==> src/rtl/fifo_buffer_ext_if.sv <==
// Bundle of FIFO control, data and status signals.
// master: client side driving requests; slave: FIFO side.
interface fifo_buffer_ext_if #(
  parameter int D_BITS    = 8,
  parameter int ADDR_BITS = 3
);
  logic              flush;
  logic              clr_err;
  logic [D_BITS-1:0] din;
  logic              wr_en;
  logic              rd_en;
  logic [D_BITS-1:0] dout;
  logic              dout_valid;
  logic              full;
  logic              empty;
  logic              almost_full;
  logic              almost_empty;
  logic [ADDR_BITS:0] level;
  logic              overflow;
  logic              underflow;

  modport master (
    output flush, clr_err, din, wr_en, rd_en,
    input  dout, dout_valid, full, empty,
    input  almost_full, almost_empty, level,
    input  overflow, underflow
  );

  modport slave (
    input  flush, clr_err, din, wr_en, rd_en,
    output dout, dout_valid, full, empty,
    output almost_full, almost_empty, level,
    output overflow, underflow
  );
endinterface

==> src/rtl/fifo_buffer_ext.sv <==
// Parametrised synchronous FIFO with standard or FWFT read mode.
// Ports: clk, reset_n (async low), bus (slave side of fifo_buffer_ext_if).
module fifo_buffer_ext #(
  parameter int D_BITS    = 8,
  parameter int ADDR_BITS = 3,
  parameter int FWFT      = 0,
  parameter int AF_LEVEL  = 6,
  parameter int AE_LEVEL  = 1
) (
  input logic              clk,
  input logic              reset_n,
  fifo_buffer_ext_if.slave bus
);
  localparam int DEPTH = 1 << ADDR_BITS;
  localparam int LW = ADDR_BITS + 1;
  localparam logic [ADDR_BITS:0] DEPTH_L = LW'(DEPTH);
  localparam logic [ADDR_BITS:0] AF_L = LW'(AF_LEVEL);
  localparam logic [ADDR_BITS:0] AE_L = LW'(AE_LEVEL);

  logic [D_BITS-1:0]    mem [DEPTH];
  logic [ADDR_BITS-1:0] wr_ptr;
  logic [ADDR_BITS-1:0] rd_ptr;
  logic [ADDR_BITS:0]   level;
  logic                 full;
  logic                 empty;
  logic                 wr_acc;
  logic                 rd_acc;
  logic                 wr_err;
  logic                 rd_err;
  logic                 ovf;
  logic                 udf;

  assign full  = (level == DEPTH_L);
  assign empty = (level == '0);

  // flush overrides any request in the same cycle
  assign wr_acc = bus.wr_en & ~full & ~bus.flush;
  assign rd_acc = bus.rd_en & ~empty & ~bus.flush;
  assign wr_err = bus.wr_en & full & ~bus.flush;
  assign rd_err = bus.rd_en & empty & ~bus.flush;

  always_ff @(posedge clk or negedge reset_n) begin
    if (!reset_n) begin
      wr_ptr <= '0;
      rd_ptr <= '0;
      level  <= '0;
    end else if (bus.flush) begin
      wr_ptr <= '0;
      rd_ptr <= '0;
      level  <= '0;
    end else begin
      if (wr_acc) wr_ptr <= wr_ptr + 1'b1;
      if (rd_acc) rd_ptr <= rd_ptr + 1'b1;
      if (wr_acc & ~rd_acc)
        level <= level + 1'b1;
      else if (rd_acc & ~wr_acc)
        level <= level - 1'b1;
    end
  end

  always_ff @(posedge clk) begin
    if (wr_acc) mem[wr_ptr] <= bus.din;
  end

  // a new error in the clearing cycle still sets the flag
  always_ff @(posedge clk or negedge reset_n) begin
    if (!reset_n) begin
      ovf <= 1'b0;
      udf <= 1'b0;
    end else begin
      ovf <= wr_err | (ovf & ~bus.clr_err);
      udf <= rd_err | (udf & ~bus.clr_err);
    end
  end

  generate
    if (FWFT != 0) begin : g_fwft
      assign bus.dout = empty ? '0 : mem[rd_ptr];
      assign bus.dout_valid = ~empty;
    end else begin : g_std
      logic [D_BITS-1:0] dout_q;
      logic              dv_q;
      always_ff @(posedge clk or negedge reset_n) begin
        if (!reset_n) begin
          dout_q <= '0;
          dv_q   <= 1'b0;
        end else begin
          dv_q <= rd_acc;
          if (rd_acc) dout_q <= mem[rd_ptr];
        end
      end
      assign bus.dout = dout_q;
      assign bus.dout_valid = dv_q;
    end
  endgenerate

  assign bus.full         = full;
  assign bus.empty        = empty;
  assign bus.almost_full  = (level >= AF_L);
  assign bus.almost_empty = (level <= AE_L);
  assign bus.level        = level;
  assign bus.overflow     = ovf;
  assign bus.underflow    = udf;
endmodule

==> src/flat_wrapper.sv <==
// flat-port wrapper written by rule: the top's interface ports become plain ports
module fifo_buffer_ext_flat 
#(
  parameter int D_BITS    = 8,
  parameter int ADDR_BITS = 3,
  parameter int FWFT      = 0,
  parameter int AF_LEVEL  = 6,
  parameter int AE_LEVEL  = 1
)
  (clk, reset_n, bus_flush, bus_clr_err, bus_din, bus_wr_en, bus_rd_en, bus_dout, bus_dout_valid, bus_full, bus_empty, bus_almost_full, bus_almost_empty, bus_level, bus_overflow, bus_underflow);
  fifo_buffer_ext_if #(.D_BITS(D_BITS), .ADDR_BITS(ADDR_BITS)) bus_i ();
  input logic clk;
  input logic reset_n;
  input wire logic [$bits(bus_i.flush)-1:0] bus_flush;
  input wire logic [$bits(bus_i.clr_err)-1:0] bus_clr_err;
  input wire logic [$bits(bus_i.din)-1:0] bus_din;
  input wire logic [$bits(bus_i.wr_en)-1:0] bus_wr_en;
  input wire logic [$bits(bus_i.rd_en)-1:0] bus_rd_en;
  output wire logic [$bits(bus_i.dout)-1:0] bus_dout;
  output wire logic [$bits(bus_i.dout_valid)-1:0] bus_dout_valid;
  output wire logic [$bits(bus_i.full)-1:0] bus_full;
  output wire logic [$bits(bus_i.empty)-1:0] bus_empty;
  output wire logic [$bits(bus_i.almost_full)-1:0] bus_almost_full;
  output wire logic [$bits(bus_i.almost_empty)-1:0] bus_almost_empty;
  output wire logic [$bits(bus_i.level)-1:0] bus_level;
  output wire logic [$bits(bus_i.overflow)-1:0] bus_overflow;
  output wire logic [$bits(bus_i.underflow)-1:0] bus_underflow;
  assign bus_i.flush = bus_flush;
  assign bus_i.clr_err = bus_clr_err;
  assign bus_i.din = bus_din;
  assign bus_i.wr_en = bus_wr_en;
  assign bus_i.rd_en = bus_rd_en;
  assign bus_dout = bus_i.dout;
  assign bus_dout_valid = bus_i.dout_valid;
  assign bus_full = bus_i.full;
  assign bus_empty = bus_i.empty;
  assign bus_almost_full = bus_i.almost_full;
  assign bus_almost_empty = bus_i.almost_empty;
  assign bus_level = bus_i.level;
  assign bus_overflow = bus_i.overflow;
  assign bus_underflow = bus_i.underflow;
  fifo_buffer_ext #(.D_BITS(D_BITS), .ADDR_BITS(ADDR_BITS), .FWFT(FWFT), .AF_LEVEL(AF_LEVEL), .AE_LEVEL(AE_LEVEL)) u_core (.clk(clk), .reset_n(reset_n), .bus(bus_i));
endmodule
==> config.mk <==
export PLATFORM = sky130hd
export DESIGN_NAME = fifo_buffer_ext_flat
export DESIGN_NICKNAME = d
export VERILOG_FILES = /design/src/rtl/fifo_buffer_ext_if.sv /design/src/rtl/fifo_buffer_ext.sv /design/src/flat_wrapper.sv
export SDC_FILE = /design/constraint.sdc
export NUM_CORES = 1
export LEC_CHECK = 0
export CAP_MARGIN = 30
export CELL_PAD_IN_SITES_DETAIL_PLACEMENT = 0
export CELL_PAD_IN_SITES_GLOBAL_PLACEMENT = 1
export CORE_MARGIN = 2
export CORE_UTILIZATION = 48
export DETAILED_ROUTE_END_ITERATION = 8
export PLACE_DENSITY_LB_ADDON = 0.05
export SYNTH_ARGS = -nofsm -noshare
export SYNTH_HDL_FRONTEND = slang
export SYNTH_SLANG_ARGS = --single-unit
==> constraint.sdc <==
create_clock -name clk -period 3.2 [get_ports clk]
set_input_delay 0.64 -clock clk [delete_from_list [all_inputs] [get_ports clk]]
set_output_delay 0.64 -clock clk [all_outputs]
set_load 0.1 [all_outputs]
# == Word-level counts from Yosys, hierarchy flattened ==
# Memories as Yosys holds them, arrays and structs flattened. A register that Yosys moved wholly into a read port is not among the register bits.
# Cells that the tools add are included.
# op_classes
addsub,4
multipliers,0
div_mod_pow,0
order_cmp,2
n_eq_ne,1
shifts,0
mux,9
bitwise,20
reduce_logical,5
# op_table
operator,n
$and A1 B1 Y1,12
$mux W3,4
$mux W4,3
$add A3 B1 Y3 const B,2
$not A1 Y1,6
$add A4 B1 Y4 const B,1
$eq A4 B4 Y1 const B,1
$ge A4 B3 Y1 const B,1
$le A4 B1 Y1 const B,1
$logic_not A4 Y1,1
$reduce_bool A2 Y1,2
$sub A4 B1 Y4 const B,1
$reduce_bool A3 Y1,1
$mux W1,2
$or A1 B1 Y1,2
$logic_not A1 Y1,1
# totals
regBits,13
latchBits,0
ram_bits,64
rom_bits,0
memories,1
# mem_list
name,depth,width,rd,rd_clocked_by_memory_dff,wr,line,text
u_core.mem,8,8,1,1,1,fifo_buffer_ext.sv:20,logic [D_BITS-1:0] mem [DEPTH];

# == Logic depth before layout (Yosys ltp) ==
# Gate-level depths: netlist (run 1).
# logic_depth
depth_word,9
mapped_depth,9

# == Least setup slack after synthesis (run 1) ==
# Ideal clock, no wire load.
# synth_path
path_kind,reg2out
from,"reg u_core.level[0], in the netlist u_core.bus.level[0]"
to,out bus_almost_empty
t_arrival_ns,3.298
required_ns,2.560
slack_ns,-0.738
stages_incl_launch_ff,4
n_path_buf,0
path_cell_list,dfrtp_1 ha_1 nor2_1 nor3_1
# synth_between
elab_chain_cells,1
# synth_lines
element,line,text
"start, declared",fifo_buffer_ext.sv:23,logic [ADDR_BITS:0] level;
"start signal, assigned",fifo_buffer_ext.sv:55,level <= level + 1'b1;
"start signal, assigned",fifo_buffer_ext.sv:57,level <= level - 1'b1;
$le A4 B1 Y1,fifo_buffer_ext.sv:100,assign bus.almost_empty = (level <= AE_L);
"end, declared",flat_wrapper.sv:24,output wire logic [$bits(bus_i.almost_empty)-1:0] bus_almost_empty;
# Every way passes these cells.

# == Worst setup path after layout (run 1) ==
# layout_path
from,"reg u_core.level[0], in the netlist u_core.bus.level[0]"
to,out bus_empty
# layout_between
elab_chain_cells,1
# layout_lines
element,line,text
$logic_not A4 Y1,fifo_buffer_ext.sv:34,assign empty = (level == '0);
"end, declared",flat_wrapper.sv:22,output wire logic [$bits(bus_i.empty)-1:0] bus_empty;
# Every way passes these cells.

==> impl_metrics.csv, run 1 <==
group,metric,value,unit
cells_and_area,fin_cells,358,
sta,tightest_slew,0.834,ns
global_routing,grtUsageTotal,0.181,
power,cellLeakagePower,1.47,nW
routing,ant_nets,0,
outcome,outcome,"finished clean",
routing,routed_via_density,5.28,
clocking,clock_tree.root_cell,"clkbuf_8",
synthesis,netlist_area,3490,um2
synthesis,syn_area_per_cell,16.6,um2
global_routing,grt_max_degree,22,
routing,met3_length,317,um
clocking,cts-resized-gates,0,
clocking,cts_sinks,85,
clocking,cts.path.max_buffers,2,
clocking,cts_buffers,9,
setup_path,critPathKind,"reg -> out",
setup_path,crit_required,2.56,ns
sta,min_period,2.74,ns
sta,slew_headroom,0.444,
routing,first_pass_iters,4,
setup_path,path_cells,"inv_1 > ha_1 > or2b_1 > or2_2 > inv_2 > buf_12",
global_routing,grt_first_pass_wirelength,10100,um
cells_and_area,drive_above_1_share,0.278,
sta,finClkSkew,0.0139,ns
flow_run,maxCapViolations,0,
placed_design,portBuffers,32,
sta,worst_hold_slack,0.535,ns
power,cellPowerDensity,908,nW/um2
global_routing,overflow,0,
routing,route.detailed.drc,0,
die,core,7140,um2
routing,highest_layer,"met4",
sta,period_share,0.856,
sta,rsz0062_at_grt,"false",
setup_path,cp_slowest_cell,"dfrtp_2",
synthesis,synth-seq-cells,85,
setup_path,crit_path_end_kind,"output port",
cells_and_area,diodes,0,
sta,slew_viol_final,0,
routing,drtIter0Drc,175,
setup_path,worstSetupStartpointType,"flip-flop",
routing,wirelength,6360,um
clocking,clk_pin_slew,0.10,ns
setup_path,cp_max_fo,6,
die,initial_core_util,0.489,
synthesis,ys.warnings.count,0,
sta,setup_violations,0,
synthesis,synthFlopType,"edfxtp_1",
global_routing,antenna_found_initial,0,
sta,max_freq,0.365,GHz
die,ios,33,
sta,setup_tns,0,ns
setup_path,slowest_delay,0.45,ns
power,vdd_drop_max,493,uV
synthesis,syn_inst,210,
synthesis,ys_seq_area_frac,0.701,
placed_design,dpl.cell_count,341,
routing,m1WireLength,2860,um
die,fp.dieW,89.3,um
routing,wl_per_cell,17.8,um
clocking,htreeDepth,3,
routing,wl_met2,3080,um
die,num_rows,31,
placed_design,dp_hpwl,4630,um
synthesis,synth.net_count,231,
synthesis,synth-edff-count,64,
synthesis,synthDistinctLibCells,32,
die,die_area,7980,um2
routing,dr_total_vias,1889,
global_routing,grt_pass1_vias,1908,
clocking,insertion_delay,0.36,ns
clocking,post_cts_buffers,0,
sta,hold_viol,0,
placed_design,gp_congestion,0.763,
setup_path,arrival,2.10,ns
cells_and_area,fin_nets,275,
cells_and_area,area_growth,18.7,%
clocking,cts_tree,"built",
hold_path,hp-class,"reg -> reg",
clocking,cts_hold_buf,0,
synthesis,synthArstFlopShare,0.247,
die,dieHeight,89.3,um
==> kinds of logic (layout without fill, tap and decap cells) <==
logic type               count (synthesis)  count (layout)  synth area share
AND/OR/NAND/NOR                         51              51            0.0706
multiplexers                            27              27             0.135
buffers and inverters                   14              63            0.0172
adder cells (fa/ha/maj)                  7               7            0.0251
XOR/XNOR                                 6               6            0.0150
flip-flops                              85              85             0.701
AO/OA/AOI/OAI                           20              20            0.0369
==> cell usage after synthesis, drive strengths merged (3+ instances only) <==
cell type	number	area share
dfrtp	21	0.15
mux4	16	0.10
ha	7	0.025
nand2	6	0.0064
or3	3	0.0057
xor2	4	0.010
inv	6	0.0072
nor2	23	0.025
nand3	5	0.0072
nor3	4	0.0057
mux2i	11	0.032
a21oi	12	0.017
nand2b	5	0.0090
buf	6	0.0079
edfxtp	64	0.55
o21ai	3	0.0043
==> stage by stage <==
stage | utilization | total power, mW | area, um2 | setup WS [ns]
after detailed placement | 0.551 | 3.08 | 3940 | 0.586
after CTS | 0.579 | 3.81 | 4130 | 0.434
after floorplan | - | 2.70 | 3500 | 0.189
after global routing | 0.581 | 3.95 | 4150 | 0.347
after global placement | 0.551 | 3.06 | 3940 | 0.622
final | 0.581 | 3.76 | 4150 | 0.461
==> sequential cells by signal, summed over array words and instances, names as in the netlist <==
| register | count |
|---|---|
| u_core.rd_ptr | 3 |
| u_core.mem | 64 |
| u_core.bus.overflow | 1 |
| u_core.bus.underflow | 1 |
| u_core.wr_ptr | 3 |
| u_core.bus.dout_valid | 1 |
| u_core.bus.dout | 8 |
| u_core.bus.level | 4 |
==> placed cells by master (no fill, tap or decap), drive strengths merged, types with 2 or more instances in the layout <==
master         Yosys  routed
nand2b             5       5
nand3              5       5
xnor2              2       2
mux4              16      16
inv                6      10
clkdlybuf4s50      0      13
o22ai              2       2
a21oi             12      12
o21ai              3       3
ha                 7       7
clkinv             0       2
edfxtp            64      64
xor2               4       4
nand2              6       6
clkbuf             2       9
buf                6      28
dfrtp             21      21
nor2              23      23
nor3               4       4
mux2i             11      11
or3                3       3
==> area by class of cell <==
class	count	area [um2]
Sequential cell	85	2450
Fill cell	564	2990
Timing Repair Buffer	41	360
Clock buffer	9	124
Clock inverter	7	72.6
Inverter	6	25.0
Multi-Input combinational cell	111	991
Tap cell	99	124
==> routing by layer <==
| metal | global-route usage | vias up |
|---|---|---|
| li1 | - | 883 |
| met1 | 0.249 | 948 |
| met2 | 0.277 | 51 |
| met3 | 0.0452 | 7 |
| met4 | 0.0733 | 0 |
| met5 | 0 | - |
==> power by group <==
part           internal (mW)  switching (mW)
combinational          0.484            1.14
clock                  0.306           0.419
sequential              1.31           0.107
total                   2.10            1.67
==> final timing paths <==
path	startpoint	end	slack (ns)	depth (start not counted)
max	u_core.bus.level[0]	bus_empty	0.46	6
max reg2reg	u_core.bus.level[0]	u_core.mem[0][2]	1.03	7
min reg2reg	u_core.bus.dout[0]	u_core.bus.dout[0]	0.53	2
max in group asynchronous	reset_n	u_core.rd_ptr[1]	2.13	2
min in group asynchronous	reset_n	u_core.bus.level[0]	0.60	1
min	u_core.bus.dout[0]	u_core.bus.dout[0]	0.53	2
==> worst max-delay path, delay by kind of cell, from the launching register on <==
| family | cells | cell delay [ns] |
|---|---|---|
| simple gates | 2 | 0.66 |
| flops | 1 | 0.45 |
| buf+inv | 3 | 0.42 |
| fa+ha+maj | 1 | 0.20 |
(Power assumes the default switching activity.)
==> run 2, diff against run 1 <==
Settings changed: CORE_ASPECT_RATIO set to 0.5.
==> run 2 against run 1 <==
Cell area up 2.7%. Hold slack got worse by 0.0097 ns. Sequential power barely moved. Via count is 0.16% higher. Global-route usage increased by 0.45 points. Critical path type unchanged.
==> impl_metrics.csv, run 2 (synthesis results as in run 1) <==
group,metric,value,unit
power,power_frac_comb,0.399,
power,vdd_drop_max,689,uV
global_routing,grt_first_pass_wirelength,10500,um
global_routing,antenna_found_initial,0,
setup_path,worstSetupStartpointType,"flip-flop",
power,pwr-share-clk,0.249,
clocking,cts_sinks,85,
power,p_int,2.42,mW
cells_and_area,final_common_cell,"edfxtp_1",
clocking,clk_pin_slew,0.06,ns
global_routing,grt_max_degree,19,
setup_path,cp_top_family,"simple AND/OR/NAND/NOR gates",
routing,drtIter0Drc,100,
global_routing,overflow,0,
clocking,htreeDepth,3,
power,cellLeakagePower,1.54,nW
cells_and_area,diodes,0,
sta,max_freq,0.367,GHz
sta,period_share,0.852,
clocking,cts_tree,"built",
sta,min_period,2.73,ns
routing,route.detailed.drc,0,
outcome,outcome,"finished clean",
clocking,cts-resized-gates,0,
placed_design,placed_area,3960,um2
clocking,cts.path.max_buffers,2,
clocking,insertion_delay,0.33,ns
routing,routed_via_density,5.33,
sta,rsz0062_at_grt,"false",
routing,dr_total_vias,1892,
cells_and_area,largest_reg_flops,64,
setup_path,path_cells,"inv_1 > ha_1 > or2b_1 > or2_2 > inv_2 > buf_12",
placed_design,portBuffers,32,
flow_run,maxCapViolations,0,
cells_and_area,drive_above_1_share,0.285,
die,die_area,8020,um2
cells_and_area,fin_area,4260,um2
sta,setup_tns,0,ns
die,core,6860,um2
die,num_rows,21,
setup_path,critPathKind,"reg -> out",
routing,first_pass_iters,4,
clocking,cts_hold_buf,0,
routing,wirelength,6490,um
global_routing,met2_usage,0.283,
clocking,cts_buffers,9,
hold_path,hp-class,"reg -> reg",
sta,hold_viol,0,
die,fp.dieW,125,um
sta,slew_headroom,0.422,
cells_and_area,fill_cells,515,
placed_design,gp_congestion,0.731,
sta,setup_violations,0,
die,ios,33,
sta,slew_viol_final,0,
setup_path,slowest_delay,0.44,ns
setup_path,cp_slowest_cell,"dfrtp_2",
setup_path,crit_path_end_kind,"output port",
placed_design,dp_hpwl,4410,um
global_routing,grt_pass1_vias,1957,
setup_path,cp_max_fo,6,
global_routing,grtUsageMet1,0.250,
setup_path,worst-path-buf-inv,3,
setup_path,crit_required,2.56,ns
cells_and_area,area_growth,21.8,%
die,initial_core_util,0.509,
cells_and_area,fin_nets,279,
setup_path,arrival,2.09,ns
clocking,clock_tree.root_cell,"clkbuf_16",
die,dieHeight,64.3,um
power,seq_power_share,0.352,
routing,wl_per_cell,18.3,um
power,power.switching,1.62,mW
clocking,post_cts_buffers,0,
sta,tightest_slew,0.867,ns
sta,finClkSkew,0.00569,ns
cells_and_area,largest_register,"u_core.mem",
global_routing,grtUsageTotal,0.185,
power,cellPowerDensity,948,nW/um2
cells_and_area,final_cell_mix,"edfxtp_1 (64), buf_4 (31), nor2_1 (22)",
routing,ant_nets,0,
global_routing,grt_use_met3,0.0678,
global_routing,busiest_layer,"met2",
power,switching_share,0.401,
==> run 2: cell count changes in the layout (fill, tap and decap cells not counted), moves of 2 or more <==
| cell | delta |
|---|---|
| inv_8 | -2 |
| buf_4 | +5 |
| clkbuf_16 | +9 |
| clkbuf_8 | -8 |
| clkinv_2 | +4 |
| inv_6 | -2 |
==> run 2: area by class of cell <==
class | instances | area, um2 | share of cell area
clock inverters | 5 | 50.0 | 0.0118
clock buffers | 11 | 243 | 0.0570
well taps | 92 | 115 | 0.0270
multi-input cells | 111 | 991 | 0.233
flip-flops and latches | 85 | 2450 | 0.576
repair buffers | 45 | 383 | 0.0899
inverters | 6 | 25.0 | 0.00588
==> run 2: power groups by stage <==
| stage | registers (mW) | logic, mW | clock network (mW) |
|---|---|---|---|
| 2_1_floorplan | 1.96 | 0.739 | 0 |
| 3_3_place_gp | 1.44 | 1.61 | 0 |
| 3_5_place_dp | 1.44 | 1.63 | 0 |
| 4_1_cts | 1.42 | 1.63 | 1.03 |
| 5_1_grt | 1.44 | 1.71 | 1.08 |
| 6_report | 1.42 | 1.61 | 1.00 |
==> run 2: tightest hold or removal path, stage by stage, from the launching register on <==
cell,delay [ns]
dfrtp_1,0.34
nor2_1,0.05
a21oi_1,0.10
==> run 2: path summary, 6_finish.rpt <==
check | depth (start not counted) | slack [ns] | end | startpoint
max | 6 | 0.47 | bus_empty | u_core.bus.level[0]
min | 2 | 0.53 | u_core.bus.dout[7] | u_core.bus.dout[7]
max reg2reg | 7 | 0.98 | u_core.mem[0][6] | u_core.bus.level[0]
min reg2reg | 2 | 0.53 | u_core.bus.dout[7] | u_core.bus.dout[7]
max in group asynchronous | 2 | 1.77 | u_core.bus.dout[5] | reset_n
min in group asynchronous | 1 | 0.80 | u_core.bus.dout[7] | reset_n
==> run 2: through the flow <==
stage / instances / util / hold WS [ns] / setup WS [ns] / total power [mW]
after global placement: 339 / 0.578 / 0.508 / 0.635 / 3.05
after CTS: 355 / 0.621 / 0.532 / 0.435 / 4.08
after global routing: 355 / 0.621 / 0.558 / 0.352 / 4.23
after floorplan: 210 / - / 0.344 / 0.189 / 2.70
final: 355 / 0.621 / 0.525 / 0.473 / 4.03
after detailed placement: 339 / 0.578 / 0.520 / 0.594 / 3.07
==> run 2: per-layer routing <==
layer	up-vias	share of wire
met5	-	0
met4	0	0.014
met3	10	0.083
met2	61	0.46
met1	932	0.44
li1	889	-
==> run 3, diff against run 2 <==
--- a/config.mk
+++ b/config.mk
@@ -11,6 +11,7 @@
 export CORE_ASPECT_RATIO = 0.5
 export CORE_MARGIN = 2
-export CORE_UTILIZATION = 48
+export CORE_UTILIZATION = 53
 export DETAILED_ROUTE_END_ITERATION = 8
+export DONT_BUFFER_PORTS = 1
 export PLACE_DENSITY_LB_ADDON = 0.05
 export SYNTH_ARGS = -nofsm -noshare
==> constraint.sdc (replaced) <==
create_clock -name clk -period 3.2 [get_ports clk]
set_input_delay 0.64 -clock clk [delete_from_list [all_inputs] [get_ports clk]]
set_output_delay 0.64 -clock clk [all_outputs]
set_load 0.01 [all_outputs]
==> run 3 against run 2 <==
Register-to-register slack worse by 0.34 ns. Non-clock buffer count down 35. Cell area down 7.0%. Largest cell class unchanged. Largest power group is now registers.
==> impl_metrics.csv, run 3 (synthesis results as in run 1) <==
group,metric,value,unit
outcome,outcome,"finished clean",
cells_and_area,drive_above_1_share,0.206,
power,cellLeakagePower,1.38,nW
cells_and_area,final_cell_mix,"edfxtp_1 (64), nor2_1 (22), dfrtp_1 (21)",
sta,min_period,2.57,ns
global_routing,grt_pass1_vias,1820,
hold_path,min_to,"u_core.bus.level[3]",
setup_path,critPathKind,"reg -> out",
setup_path,worstSetupStartpointType,"flip-flop",
setup_path,cp_top_family,"simple AND/OR/NAND/NOR gates",
sta,setup_violations,0,
clocking,cts_buffers,9,
routing,route.detailed.drc,0,
global_routing,grtUsageTotal,0.200,
setup_path,path_cells,"inv_1 > ha_1 > or2b_1 > or2_2 > inv_2",
power,cellPowerDensity,791,nW/um2
setup_path,slowest_delay,0.46,ns
die,num_rows,20,
clocking,htreeDepth,3,
sta,setup_tns,0,ns
sta,max_freq,0.389,GHz
placed_design,portBuffers,0,
global_routing,grt_max_degree,22,
setup_path,arrival,1.93,ns
placed_design,dp_hpwl,4100,um
clocking,post_cts_buffers,0,
sta,hold_viol,0,
die,die_area,7300,um2
sta,tightest_slew,0.832,ns
sta,finClkSkew,0.00274,ns
routing,wirelength,6350,um
hold_path,hp-class,"in -> reg",
sta,rsz0062_at_grt,"false",
cells_and_area,fin_area,3960,um2
routing,dr_total_vias,1738,
global_routing,grt_first_pass_wirelength,9920,um
cells_and_area,final_common_cell,"edfxtp_1",
sta,slew_viol_final,0,
placed_design,placed_area,3630,um2
clocking,cts.path.max_buffers,2,
setup_path,crit_required,2.56,ns
global_routing,overflow,0,
power,vdd_drop_max,387,uV
setup_path,reg2reg_depth,6,
cells_and_area,largest_reg_flops,64,
routing,routed_via_density,5.50,
hold_path,holdCritStartpoint,"bus_flush",
die,ios,33,
setup_path,regToRegEndpoint,"u_core.mem[4][0]",
clocking,clock_tree.root_cell,"clkbuf_16",
clocking,cts_sinks,85,
clocking,insertion_delay,0.33,ns
setup_path,cp_slowest_cell,"dfrtp_1",
routing,wl_per_cell,20.1,um
setup_path,worst-r2r-setup-slack,0.64,ns
setup_path,rr_startpoint,"u_core.bus.level[1]",
routing,drtIter0Drc,98,
setup_path,worst-path-buf-inv,2,
sta,worst_hold_slack,0.364,ns
sta,slew_headroom,0.445,
routing,ant_nets,0,
setup_path,crit_path_end_kind,"output port",
die,fp.dieW,119,um
hold_path,hold_depth,1,
placed_design,gp_congestion,0.711,
setup_path,cp_max_fo,6,
cells_and_area,diodes,0,
clocking,cts_tree,"built",
die,dieHeight,61.4,um
cells_and_area,fin_nets,244,
clocking,clk_pin_slew,0.06,ns
sta,period_share,0.804,
routing,first_pass_iters,4,
flow_run,maxCapViolations,0,
cells_and_area,area_growth,13.3,%
die,initial_core_util,0.563,
global_routing,antenna_found_initial,0,
die,core,6210,um2
cells_and_area,largest_register,"u_core.mem",
## run 3: cell types whose count changed in the layout (fill, tap and decap cells not counted), moves of 2 or more
cell,change
clkinv_2,-4
dfrtp_1,+2
buf_4,-23
clkdlybuf4s50_1,-13
clkinv_1,+2
dfrtp_2,-2
## run 3: metrics by stage
| stage | util | worst slack (ns) | std cells | total power, mW |
|---|---|---|---|---|
| floorplan | - | 0.729 | 210 | 2.00 |
| global placement | 0.585 | 0.684 | 298 | 2.13 |
| detailed placement | 0.585 | 0.626 | 298 | 2.15 |
| CTS | 0.633 | 0.600 | 315 | 3.16 |
| global route | 0.638 | 0.432 | 316 | 3.29 |
| finish | 0.638 | 0.628 | 316 | 3.13 |
## run 3: layout make-up
class / instances / area, um2
Sequential cell: 85 / 2450
Fill cell: 476 / 2250
Multi-Input combinational cell: 111 / 986
Clock buffer: 10 / 229
Tap cell: 88 / 110
Timing Repair Buffer: 10 / 97.6
Clock inverter: 6 / 62.6
Inverter: 6 / 25.0
## run 3: what timing repair did
| item | in CTS | in global routing |
|---|---|---|
| resized for setup | 0 | 0 |
| hold endpoints to repair | 21 | 0 |
| hold buffers | 1 | 0 |
| setup endpoints to repair | 0 | 0 |
## run 3: routing by layer
| metal | vias to the layer above | track usage | wire length, um |
|---|---|---|---|
| li1 | 818 | - | - |
| met1 | 870 | 0.258 | 3010 |
| met2 | 45 | 0.315 | 2910 |
| met3 | 5 | 0.0750 | 337 |
| met4 | 0 | 0.0867 | 87 |
| met5 | - | 0 | 0 |
## run 3: worst max path at each step
stage | from | to | slack [ns] | cells after the start
floorplan | u_core.bus.level[0] | u_core.mem[0][0] | 0.73 | 6
global placement | u_core.bus.level[1] | u_core.mem[4][1] | 0.68 | 6
detailed placement | u_core.bus.level[1] | u_core.mem[6][7] | 0.63 | 6
CTS | u_core.bus.level[1] | u_core.mem[4][2] | 0.60 | 6
global route | u_core.bus.level[1] | u_core.mem[4][2] | 0.43 | 6
finish | u_core.bus.level[0] | bus_empty | 0.63 | 5
## run 3: report_power, final
part | switching, mW | internal, mW
sequential | 0.189 | 1.31
combinational | 0.301 | 0.331
clock | 0.397 | 0.603
